===== src/rtl/pipe_hazard_ctrl.sv =====
// pipe_hazard_ctrl: stall/flush sequencer for the five-stage MIPS pipeline.
// Merges the load-use hazard, the EX taken-branch and the data-memory
// handshake into PC / inter-stage freeze and flush controls, with a
// memory-wait watchdog.
// Optional feature macro: HAZARD_PERF_CNT_EN (stall/flush performance counters).
// Handshake: a memory access is complete in any cycle where mem_req=1 and
// mem_ready=1; mem_req=1 with mem_ready=0 stalls the pipe until mem_ready=1
// or the watchdog expires.
// o_dbg_state exposes the FSM state (0=RUN, 1=MEM_WAIT, 2=BR_FLUSH).
module pipe_hazard_ctrl #(
    parameter int FLUSH_CYCLES = 1,
    parameter int MEM_TIMEOUT  = 255
) (
    input  logic        clk,
    input  logic        rst,
    input  logic        hazard_detected,
    input  logic        branch_taken,
    input  logic        mem_req,
    input  logic        mem_ready,
    output logic        pc_freeze,
    output logic        if2id_freeze,
    output logic        if2id_flush,
    output logic        id2ex_flush,
    output logic        back_freeze,
    output logic        mem_timeout,
    output logic [31:0] stall_cycles,
    output logic [15:0] flush_events,
    output logic [1:0]  o_dbg_state
);

    typedef enum logic [1:0] {
        ST_RUN      = 2'd0,
        ST_MEM_WAIT = 2'd1,
        ST_BR_FLUSH = 2'd2
    } state_t;

    localparam logic [7:0] TO_LAST = 8'(MEM_TIMEOUT - 1);
    localparam logic [2:0] BR_LOAD = 3'(FLUSH_CYCLES - 1);
    localparam bit         MULTI_FLUSH = (FLUSH_CYCLES > 1);

    state_t     r_state;
    state_t     w_next_state;
    logic [7:0] r_wait_cnt;
    logic [2:0] r_br_cnt;

    logic w_mem_stall;
    logic w_timeout;
    logic w_br_start;

    assign w_mem_stall = mem_req & ~mem_ready;
    // Watchdog fires only while still waiting; a ready in the same cycle wins.
    assign w_timeout   = (r_state == ST_MEM_WAIT) & ~mem_ready & (r_wait_cnt == TO_LAST);
    // A taken branch is only accepted in RUN when no memory stall overrides it.
    assign w_br_start  = (r_state == ST_RUN) & ~w_mem_stall & branch_taken;
    assign o_dbg_state = r_state;

    // State register with asynchronous active-low reset.
    always_ff @(posedge clk or negedge rst) begin
        if (!rst) begin
            r_state <= ST_RUN;
        end else begin
            r_state <= w_next_state;
        end
    end

    // Next-state selection following RUN priority: memory, branch, hazard.
    always_comb begin
        w_next_state = r_state;
        case (r_state)
            ST_RUN: begin
                if (w_mem_stall) begin
                    w_next_state = ST_MEM_WAIT;
                end else if (branch_taken && MULTI_FLUSH) begin
                    w_next_state = ST_BR_FLUSH;
                end
            end
            ST_MEM_WAIT: begin
                if (mem_ready || w_timeout) begin
                    w_next_state = ST_RUN;
                end
            end
            ST_BR_FLUSH: begin
                if (w_mem_stall) begin
                    w_next_state = ST_MEM_WAIT;
                end else if (r_br_cnt == 3'd1) begin
                    w_next_state = ST_RUN;
                end
            end
            default: w_next_state = ST_RUN;
        endcase
    end

    // Control outputs; all forced low while reset is asserted.
    always_comb begin
        pc_freeze    = 1'b0;
        if2id_freeze = 1'b0;
        if2id_flush  = 1'b0;
        id2ex_flush  = 1'b0;
        back_freeze  = 1'b0;
        mem_timeout  = 1'b0;
        if (rst) begin
            case (r_state)
                ST_RUN: begin
                    if (w_mem_stall) begin
                        pc_freeze    = 1'b1;
                        if2id_freeze = 1'b1;
                        back_freeze  = 1'b1;
                    end else if (branch_taken) begin
                        if2id_flush  = 1'b1;
                        id2ex_flush  = 1'b1;
                    end else if (hazard_detected) begin
                        pc_freeze    = 1'b1;
                        if2id_freeze = 1'b1;
                        id2ex_flush  = 1'b1;
                    end
                end
                ST_MEM_WAIT: begin
                    if (w_timeout) begin
                        mem_timeout  = 1'b1;
                    end else if (!mem_ready) begin
                        pc_freeze    = 1'b1;
                        if2id_freeze = 1'b1;
                        back_freeze  = 1'b1;
                    end
                end
                ST_BR_FLUSH: begin
                    if (w_mem_stall) begin
                        pc_freeze    = 1'b1;
                        if2id_freeze = 1'b1;
                        back_freeze  = 1'b1;
                    end else begin
                        if2id_flush  = 1'b1;
                        id2ex_flush  = 1'b1;
                    end
                end
                default: ;
            endcase
        end
    end

    // Wait and flush-length counters.
    always_ff @(posedge clk or negedge rst) begin
        if (!rst) begin
            r_wait_cnt <= 8'd0;
            r_br_cnt   <= 3'd0;
        end else begin
            case (r_state)
                ST_RUN: begin
                    if (w_mem_stall) begin
                        r_wait_cnt <= 8'd0;
                    end else if (branch_taken && MULTI_FLUSH) begin
                        r_br_cnt   <= BR_LOAD;
                    end
                end
                ST_MEM_WAIT: begin
                    if (mem_ready || w_timeout) begin
                        r_wait_cnt <= 8'd0;
                    end else begin
                        r_wait_cnt <= r_wait_cnt + 8'd1;
                    end
                end
                ST_BR_FLUSH: begin
                    if (w_mem_stall) begin
                        r_wait_cnt <= 8'd0;
                        r_br_cnt   <= 3'd0;
                    end else begin
                        r_br_cnt   <= r_br_cnt - 3'd1;
                    end
                end
                default: begin
                    r_wait_cnt <= 8'd0;
                    r_br_cnt   <= 3'd0;
                end
            endcase
        end
    end

`ifdef HAZARD_PERF_CNT_EN
    logic [31:0] r_stall_cycles;
    logic [15:0] r_flush_events;

    // Saturating performance counters for freeze cycles and branch flushes.
    always_ff @(posedge clk or negedge rst) begin
        if (!rst) begin
            r_stall_cycles <= 32'd0;
            r_flush_events <= 16'd0;
        end else begin
            if (pc_freeze && (r_stall_cycles != 32'hFFFF_FFFF)) begin
                r_stall_cycles <= r_stall_cycles + 32'd1;
            end
            if (w_br_start && (r_flush_events != 16'hFFFF)) begin
                r_flush_events <= r_flush_events + 16'd1;
            end
        end
    end

    assign stall_cycles = r_stall_cycles;
    assign flush_events = r_flush_events;
`else
    assign stall_cycles = 32'd0;
    assign flush_events = 16'd0;
`endif

endmodule

===== config.mk =====
export PLATFORM = sky130hd
export DESIGN_NAME = pipe_hazard_ctrl
export DESIGN_NICKNAME = d
export VERILOG_FILES = /design/src/rtl/pipe_hazard_ctrl.sv
export SDC_FILE = /design/constraint.sdc
export NUM_CORES = 1
export LEC_CHECK = 0
export BUFFER_PORTS_ARGS = -buffer_cell sky130_fd_sc_hd__buf_2
export CAP_MARGIN = 20
export CORE_MARGIN = 4
export CORE_UTILIZATION = 46
export CTS_BUF_LIST = sky130_fd_sc_hd__clkbuf_8
export CTS_CLUSTER_SIZE = 20
export DETAILED_ROUTE_END_ITERATION = 7
export HOLD_SLACK_MARGIN = 0.06
export PLACE_DENSITY = 0.88
export SLEW_MARGIN = 15
export SYNTH_ARGS = -nofsm -noshare
export SYNTH_HDL_FRONTEND = slang
export SYNTH_SLANG_ARGS = --single-unit

===== constraint.sdc =====
create_clock -name clk -period 4.1 [get_ports clk]
set_input_delay 0.82 -clock clk [delete_from_list [all_inputs] [get_ports clk]]
set_output_delay 0.82 -clock clk [all_outputs]
set_load 0.1 [all_outputs]

**Word-level counts from Yosys, hierarchy flattened**

Index checks and enable logic that the tools add are counted.
W data, S select, Z words.

- Register bits: 13

- Mux-type cells: 32
- Reduce and logical (&&, ||, !) cells: 5
- Bitwise logic cells: 4
- Eq/ne operators: 8
- Add/subtract/negate cells: 2

Operators with widths:

| operator | number |
|---|---|
| $mux W1 | 18 |
| $mux W8 | 2 |
| $pmux W8 S2 | 1 |
| $add A8 B1 Y8 const B | 1 |
| $eq A8 B8 Y1 const B | 1 |
| $mux W2 | 4 |
| $pmux W1 S2 | 3 |
| $pmux W2 S3 | 1 |
| $pmux W3 S2 | 1 |
| $ne A2 B1 Y1 const B | 2 |
| $reduce_or A2 Y1 | 2 |
| $and A1 B1 Y1 | 3 |
| $eq A3 B1 Y1 const B | 1 |
| $mux W3 | 1 |
| $ne A3 B3 Y1 const B | 1 |
| $pmux W1 S3 | 1 |
| $reduce_and A3 Y1 | 1 |
| $sub A3 B1 Y3 const B | 1 |
| $eq A2 B1 Y1 const B | 1 |
| $eq A2 B2 Y1 const B | 1 |
| $logic_not A2 Y1 | 1 |
| $ne A2 B2 Y1 const B | 1 |
| $logic_or A1 B1 Y1 | 1 |
| $not A1 Y1 | 1 |

**Logic depth before layout (Yosys ltp)**

Gate-level depths: netlist of run 1.

- Word-level depth: 6
- Mapped depth: 7

**Least setup slack after synthesis of run 1**

No wires, ideal clock.

- Path type: reg2out
- Start: register r_state[0] (netlist: o_dbg_state[0])
- End: output port back_freeze
- Arrival time: 5.892 ns
- Setup slack: -2.612 ns
- Stages on the path, launching flop included: 3
- Path buffers: 0
- Path through: dfrtp_1 > nor2_1 > a2111oi_0

- Longest elaborated chain between the ends: 6
- Elaborated cells between the ends (all ways): 9
- Those cells by class: eq/ne: 2; mux: 3; bitwise: 2; reduce/logical: 2

Ends and longest elaborated chain:

| element | line | text |
|---|---|---|
| start, declared | 41 | `state_t r_state;` |
| start signal, assigned | 62 | `r_state <= w_next_state;` |
| $eq A2 B1 Y1 | 52, 102 |  |
| $and A1 B1 Y1 (2 in series) | 52 | `assign w_timeout = (r_state == ST_MEM_WAIT) & ~mem_ready & (r_wait_cnt == TO_LAST);` |
| $mux W1 | 118 | `if (w_timeout) begin` |
| $pmux W1 S2 * | 102 | `case (r_state)` |
| $mux W1 * | 101 | `if (rst) begin` |
| end, declared | 24 | `output logic back_freeze,` |

Mark *: on every way between the ends. The rest lies on a longest branch, timed or not.

**Worst setup path in the final report of run 1**

- Start: input port mem_ready
- End: output port if2id_flush

- Longest elaborated chain between the ends: 5
- Elaborated cells between the ends (all ways): 6
- Those cells by class: mux: 4; bitwise: 2

Ends and longest elaborated chain:

| element | line | text |
|---|---|---|
| start, declared | 19 | `input logic mem_ready,` |
| $not A1 Y1 * | 50 | `assign w_mem_stall = mem_req & ~mem_ready;` |
| $and A1 B1 Y1 * | 50 |  |
| $mux W1 (on tied branches) | 127, 104 |  |
| $pmux W1 S2 * | 102 |  |
| $mux W1 * | 101 |  |
| end, declared | 22 | `output logic if2id_flush,` |

Marked as above.

==> out/results.txt, run 1 <==
outcome -> finished clean
Post-DRT Antenna Nets -> 0
Final nets -> 136
Compound-Gate Fraction of Synth Area -> 0.147
post-synthesis xor/xnor area fraction -> 0.00950
Total GRT Usage -> 0.113
Pint -> 170 uW
Synth Flop Type -> dfrtp_1
Gate power share -> 0.554
die area -> 2790 um2
Die H -> 52.8 um
initial antenna violation count -> 0
Cell variety after synth -> 27
total grt overflow -> 0
arrival time at the worst endpoint -> 2.06 ns
Vias/cell -> 4.25
Final Hold Vio Count -> 0
max-slew violations -> 0
# DRC -> 0
H-tree depth -> 1
critical path's top delay family -> buffers and inverters
Sw Pwr -> 283 uW
max incr delay on CP -> 0.42 ns
Top cell by count, worst path -> buf_2
CTS sink cnt -> 9
number of diodes -> 0
Peak supply drop -> 0.000251 V
root buffer cell -> clkbuf_8
Clk Latency, worst-skew pair -> 0.23 ns
GP Congestion -> 0.852
Leakage -> 0.507 nW
Sum Neg Setup Slack -> 0 ns
post-synthesis sequential area ratio -> 0.244
Tmin final -> 2.88 ns
CORE AREA -> 1820 um2
Area Growth Syn to Fin -> -5.56%
EDFF count, synth -> 0
share of flip-flops with an asynchronous set or reset -> 1.00
P per Cell Area -> 520 nW/um2
Die W -> 52.8 um
share of layout cells above drive strength 1 -> 0.157
half-perimeter wire length after placement -> 1290 um
post-synthesis mux area share -> 0
Max FO, Critical Path -> 7
Worst Path Required -> 3.28 ns
routed len/inst -> 10.1 um
stages on the worst setup path -> 5
final setup vio count -> 0
Worst-path clk slew -> 0.05 ns
hold crit path type -> input port to async pin
cell type with the largest total area after synthesis -> buf_4
first-pass GRT wire length -> 2270 um
Rows -> 15
final hold slack -> 0.450 ns
fmax -> 0.347 GHz
CP Launch Type -> input port
vias in the first global route -> 542
crit path cell chain -> buf_2, inv_1, a21oi_1, and3_1, buf_2
CTS tree -> yes
Period Utilization, post-route -> 0.702
Total Wirelength -> 1530 um
port bufs -> 12
Net Sw Frac -> 0.625
synth warn -> 0
Max-Cap Viols -> 0
hold-fix buffers at CTS -> 0
# IOs -> 62
Clock Skew -> 0.00183 ns
largest net degree at the start of global routing -> 14
syn_area_per_cell -> 8.16 um2
vias post-DR -> 646
Pwr Total -> 453 uW
Syn Std Cell Area -> 922 um2
nature of the critical path endpoint -> primary output
setup repair bufs after CTS -> 0
combinational family with the most area after synthesis -> buffers and inverters
Reg power frac -> 0.214
Mapped Cells -> 113
Starting DRT DRC Count -> 7
Post-Synth Adder-Cell Area -> 0.0271
clock power share -> 0.232
PostCTS Resize Cnt -> 0
top post-synthesis cells by area -> buf_4 41%, dfrtp_1 24%, a21oi_1 2.7%, and3_1 2.7%, ha_1 2.7%
RSZ-0062 raised after global routing -> false
Pre-antenna DRT Iters -> 4
Setup Crit Path Kind -> input port to primary output
fillers -> 193
Initial Util -> 0.507
Synth top area share -> 0.407
CP max-delay cell -> buf_2
WP buf/inv -> 3
R2R depth -> 6
TritonCTS buffer count -> 3
Yosys reg bits -> 9
Post-Synth Simple-Gate Area -> 0.141
Clock Path Buffers -> 2
==> area by class of cell <==
cell class	count	area, um2	share of cell area
repair buffers	12	60.1	0.0690
flip-flops and latches	9	225	0.259
clock buffers	3	41.3	0.0474
inverters	5	18.8	0.0216
clock inverters	1	5.00	0.00575
multi-input cells	97	489	0.562
well taps	25	31.3	0.0359
==> power by group through the flow <==
stage	Combinational [mW]	Sequential, mW	Clock, mW
2_1_floorplan	0.270	0.102	0
4_1_cts	0.250	0.0969	0.110
3_3_place_gp	0.248	0.0981	0
6_report	0.251	0.0970	0.105
3_5_place_dp	0.249	0.0983	0
5_1_grt	0.257	0.0978	0.116
==> state kept, by name, indices dropped and copies added (netlist names) <==
signal / cells
r_wait_cnt: 8
o_dbg_state: 1
==> through the flow <==
stage | util | setup slack (ns) | cells | cell area (um2)
2_1_floorplan | - | 0.0734 | 161 | 1110
3_3_place_gp | 0.453 | 1.27 | 148 | 825
3_5_place_dp | 0.453 | 1.24 | 148 | 825
4_1_cts | 0.478 | 1.23 | 152 | 871
5_1_grt | 0.478 | 1.13 | 152 | 871
6_report | 0.478 | 1.22 | 152 | 871
==> Yosys cell counts, types with 2 or more instances <==
library cell,instances
buf_4,50
nor2_1,3
a21o_1,2
dfrtp_1,9
inv_1,5
o21ai_0,3
or3_1,2
nand2_1,4
a31oi_1,2
nand3_1,4
ha_1,2
a21oi_1,5
and3_1,4
o21ai_1,5
==> layer usage <==
metal	global-route usage	vias to the layer above	wire length, um
met5	0	-	0
met4	0.0638	0	36
met3	0.0541	6	172
met2	0.200	41	796
met1	0.104	291	528
li1	-	308	-
==> path summary, 6_finish.rpt <==
| path | startpoint | end | slack [ns] |
|---|---|---|---|
| max in group asynchronous | rst | r_wait_cnt[4] | 3.44 |
| worst max-delay path | mem_ready | if2id_flush | 1.22 |
| worst min-delay path | rst | r_wait_cnt[5] | 0.45 |
| worst min register to register | r_wait_cnt[7] | r_wait_cnt[7] | 0.53 |
| worst max register to register | r_wait_cnt[0] | r_wait_cnt[5] | 2.67 |
| min in group clk | r_wait_cnt[7] | r_wait_cnt[7] | 0.53 |
==> worst reg2reg max path, delay by kind of cell (launching register included) <==
family          cells  cell delay, ns
compound gates      2            0.20
fa+ha+maj           1            0.19
buf+inv             1            0.07
flops               1            0.41
simple gates        2            0.50
==> cell families (layout without fill, tap and decap cells) <==
family,after synthesis,after routing
AO/OA/AOI/OAI,22,22
XOR/XNOR,1,1
adder cells (fa/ha/maj),2,2
buffers and inverters,55,21
flip-flops,9,9
other,1,49
AND/OR/NAND/NOR,23,23
==> cell usage in the layout, fill, tap and decap left out <==
cell type,n
a21oi_1,5
and3_1,4
or3_1,2
nand2b_1,1
buf_2,12
o21a_2,1
a21o_1,2
clkinv_2,1
and4_1,1
a211oi_1,1
nand4_2,1
nand3_1,4
nand2_1,4
a2111oi_2,1
conb_1,49
inv_1,5
dfrtp_1,9
and2b_1,1
o21ai_2,1
a31oi_1,2
a22o_1,1
ha_1,2
o21ai_0,3
clkbuf_8,3
nor2_1,3
o21ai_1,5
xor2_1,1
nor3_1,1
nor2b_1,1
Power figures use the tool's default switching activity.
==> inputs of run 2 (changes only) <==
- ABC_AREA: default -> 1
- CORE_UTILIZATION: 46 -> 43
- PLACE_DENSITY: 0.88 -> 0.83
- clock period: 4.1 -> 2.8 ns (I/O delays scaled with it)
==> run 2 against run 1 <==
Against the previous run: wire length rose by 8.9%; sequential cell count unchanged; combinational power rose by 58%; critical path type is now flip-flop to primary output; critical endpoint is now pc_freeze; highest routed layer unchanged.
==> out/results.txt, run 2 <==
CP max-delay cell -> buf_2 (unchanged)
Rows -> 16 (was 15)
# IOs -> 62 (unchanged)
nature of the critical path endpoint -> primary output (unchanged)
Total Wirelength -> 1670 um (was 1530 um)
Vias/cell -> 4.08 (was 4.25)
Synth Flop Type -> dfrtp_1 (unchanged)
initial antenna violation count -> 0 (unchanged)
Clock Skew -> 0.000208 ns (was 0.00183 ns)
top-count cell post-synth -> buf_4 (unchanged)
share of flip-flops with an asynchronous set or reset -> 1.00 (unchanged)
synth warn -> 0 (unchanged)
Die W -> 54.9 um (was 52.8 um)
syn_area_per_cell -> 7.16 um2 (was 8.16 um2)
PostCTS Resize Cnt -> 0 (unchanged)
max incr delay on CP -> 0.43 ns (was 0.42 ns)
routed len/inst -> 9.65 um (was 10.1 um)
share of layout cells above drive strength 1 -> 0.164 (was 0.157)
Max FO, Critical Path -> 5 (was 7)
post-synthesis sequential area ratio -> 0.238 (was 0.244)
Clk Latency, worst-skew pair -> 0.23 ns (about the same)
GP Congestion -> 0.890 (was 0.852)
Reg with most FFs -> r_wait_cnt (unchanged)
Largest register FFs -> 8 (unchanged)
Synth top area share -> 0.397 (was 0.407)
half-perimeter wire length after placement -> 1330 um (was 1290 um)
commonest cells in the netlist -> 50 x buf_4, 22 x nand2_1, 13 x inv_1 (was 50 x buf_4, 9 x dfrtp_1, 5 x a21oi_1, 5 x inv_1, 5 x o21ai_1)
fmax -> 0.398 GHz
critical path's top delay family -> simple AND/OR/NAND/NOR gates (was buffers and inverters)
final hold slack -> 0.197 ns (was 0.450 ns)
WP buf/inv -> 2 (was 3)
crit path cell chain -> inv_1, ha_1, nand3_1, nor2_2, nand2_2, nand2_2, nand2_1, nand2_1, nor2_4, buf_2 (was buf_2, inv_1, a21oi_1, and3_1, buf_2)
root buffer cell -> clkbuf_8 (unchanged)
Cell variety after synth -> 18 (was 27)
CP Launch Type -> flip-flop (was input port)
vias in the first global route -> 518 (was 542)
CORE AREA -> 2020 um2 (was 1820 um2)
Tmin final -> 2.52 ns
Total GRT Usage -> 0.104 (was 0.113)
CTS tree -> yes (unchanged)
Leakage -> 0.527 nW (was 0.507 nW)
max-slew violations -> 0 (unchanged)
Starting DRT DRC Count -> 25 (was 7)
Sum Neg Setup Slack -> 0 ns (unchanged)
GR Layer Usage met3 -> 0.0272 (was 0.0541)
final setup vio count -> 0 (unchanged)
setup repair bufs after CTS -> 0 (unchanged)
fillers -> 221 (was 193)
Final Hold Vio Count -> 0 (unchanged)
Clock Path Buffers -> 2 (unchanged)
top post-synthesis cells by area -> buf_4 40%, dfrtp_1 24%, nand2_1 8.7%, inv_1 5.2%, nand3_1 3.7% (was buf_4 41%, dfrtp_1 24%, a21oi_1 2.7%, and3_1 2.7%, ha_1 2.7%)
RSZ-0062 raised after global routing -> false (unchanged)
Pre-antenna DRT Iters -> 4 (unchanged)
outcome -> finished clean (unchanged)
hold crit path type -> input port to async pin (unchanged)
Mapped Cells -> 132 (was 113)
Peak supply drop -> 0.000383 V (was 0.000251 V)
met2 Use GR -> 0.169 (was 0.200)
Top Usage Layer GRT -> met2 (unchanged)
CTS sink cnt -> 9 (unchanged)
largest net degree at the start of global routing -> 13 (was 14)
Area Growth Syn to Fin -> -3.31% (was -5.56%)
Worst Path Required -> 2.24 ns (was 3.28 ns)
Initial Util -> 0.467 (was 0.507)
TritonCTS buffer count -> 3 (unchanged)
P per Cell Area -> 757 nW/um2 (was 520 nW/um2)
vias post-DR -> 706 (was 646)
register area -> 225 um2 (unchanged)
area of the multi-input gates -> 500 um2 (was 489 um2)
hold-fix buffers at CTS -> 0 (unchanged)
H-tree depth -> 1 (unchanged)
M1 GR Usage -> 0.122 (was 0.104)
total grt overflow -> 0 (unchanged)
cell type with the largest total area after synthesis -> buf_4 (unchanged)
Yosys reg bits -> 9 (unchanged)
EDFF count, synth -> 0 (unchanged)
Final nets -> 155 (was 136)
die area -> 3010 um2 (was 2790 um2)
Period Utilization, post-route -> 0.898
most frequent cells in the layout -> 49 x conb_1, 22 x nand2_1, 14 x inv_1, 12 x buf_2, 9 x dfrtp_1 (was 49 x conb_1, 12 x buf_2, 9 x dfrtp_1)
# DRC -> 0 (unchanged)
Worst-path clk slew -> 0.04 ns (was 0.05 ns)
most common library cell in the layout ignoring fill and taps -> conb_1 (unchanged)
port bufs -> 12 (unchanged)
Max-Cap Viols -> 0 (unchanged)
Syn Std Cell Area -> 945 um2 (was 922 um2)
Die H -> 54.9 um (was 52.8 um)
first-pass GRT wire length -> 2180 um (was 2270 um)
Post-DRT Antenna Nets -> 0 (unchanged)
arrival time at the worst endpoint -> 1.96 ns (was 2.06 ns)
Setup Crit Path Kind -> flip-flop to primary output (was input port to primary output)
number of diodes -> 0 (unchanged)
==> run 2: report_power, final <==
part / leakage [nW] / internal (mW) / switching [mW] / total, mW
clock: 0.0269 / 0.0956 / 0.0525 / 0.148
sequential: 0.123 / 0.137 / 0.0104 / 0.148
combinational: 0.377 / 0.0196 / 0.376 / 0.396
==> run 2: worst paths after layout <==
path	startpoint	slack (ns)	depth (start not counted)	end
min reg2reg	r_wait_cnt[6]	0.51	2	r_wait_cnt[6]
min	rst	0.20	1	r_wait_cnt[5]
max in group asynchronous	rst	2.39	1	r_wait_cnt[0]
min in group clk	r_wait_cnt[6]	0.51	2	r_wait_cnt[6]
max reg2reg	r_wait_cnt[0]	1.45	9	r_wait_cnt[7]
max	r_wait_cnt[0]	0.28	10	pc_freeze
==> run 2: routing by layer <==
| metal | routed length [um] | up-vias |
|---|---|---|
| met2 | 780 | 42 |
| met1 | 674 | 322 |
| li1 | - | 338 |
| met3 | 196 | 4 |
| met5 | 0 | - |
| met4 | 18 | 0 |
==> run 2: kinds of logic (layout without fill, tap and decap cells) <==
logic type	count (synthesis)	count (layout)	share of synthesized area
buffers and inverters	63	29	0.449
and+or+nand+nor	42	42	0.193
AOI/OAI and AO/OA	14	14	0.0795
DFF	9	9	0.238
adders and majority gates	2	2	0.0265
other	1	49	0.00397
xor gates and xnor gates	1	1	0.00927
==> run 2: stage by stage <==
stage | setup WS, ns | utilization | cell area [um2] | power, mW | instances
finish | 0.284 | 0.452 | 913 | 0.691 | 173
CTS | 0.289 | 0.452 | 913 | 0.691 | 173
floorplan | -0.135 | - | 1150 | 0.576 | 180
global route | 0.147 | 0.452 | 913 | 0.714 | 173
global placement | 0.445 | 0.429 | 868 | 0.542 | 169
detailed placement | 0.428 | 0.429 | 868 | 0.543 | 169
==> run 2: cell type report <==
class,count,share of cell area
Clock inverter,1,0.00411
Multi-Input combinational cell,108,0.548
Clock buffer,3,0.0452
Timing Repair Buffer,12,0.0658
Sequential cell,9,0.247
Inverter,13,0.0534
Tap cell,27,0.0370
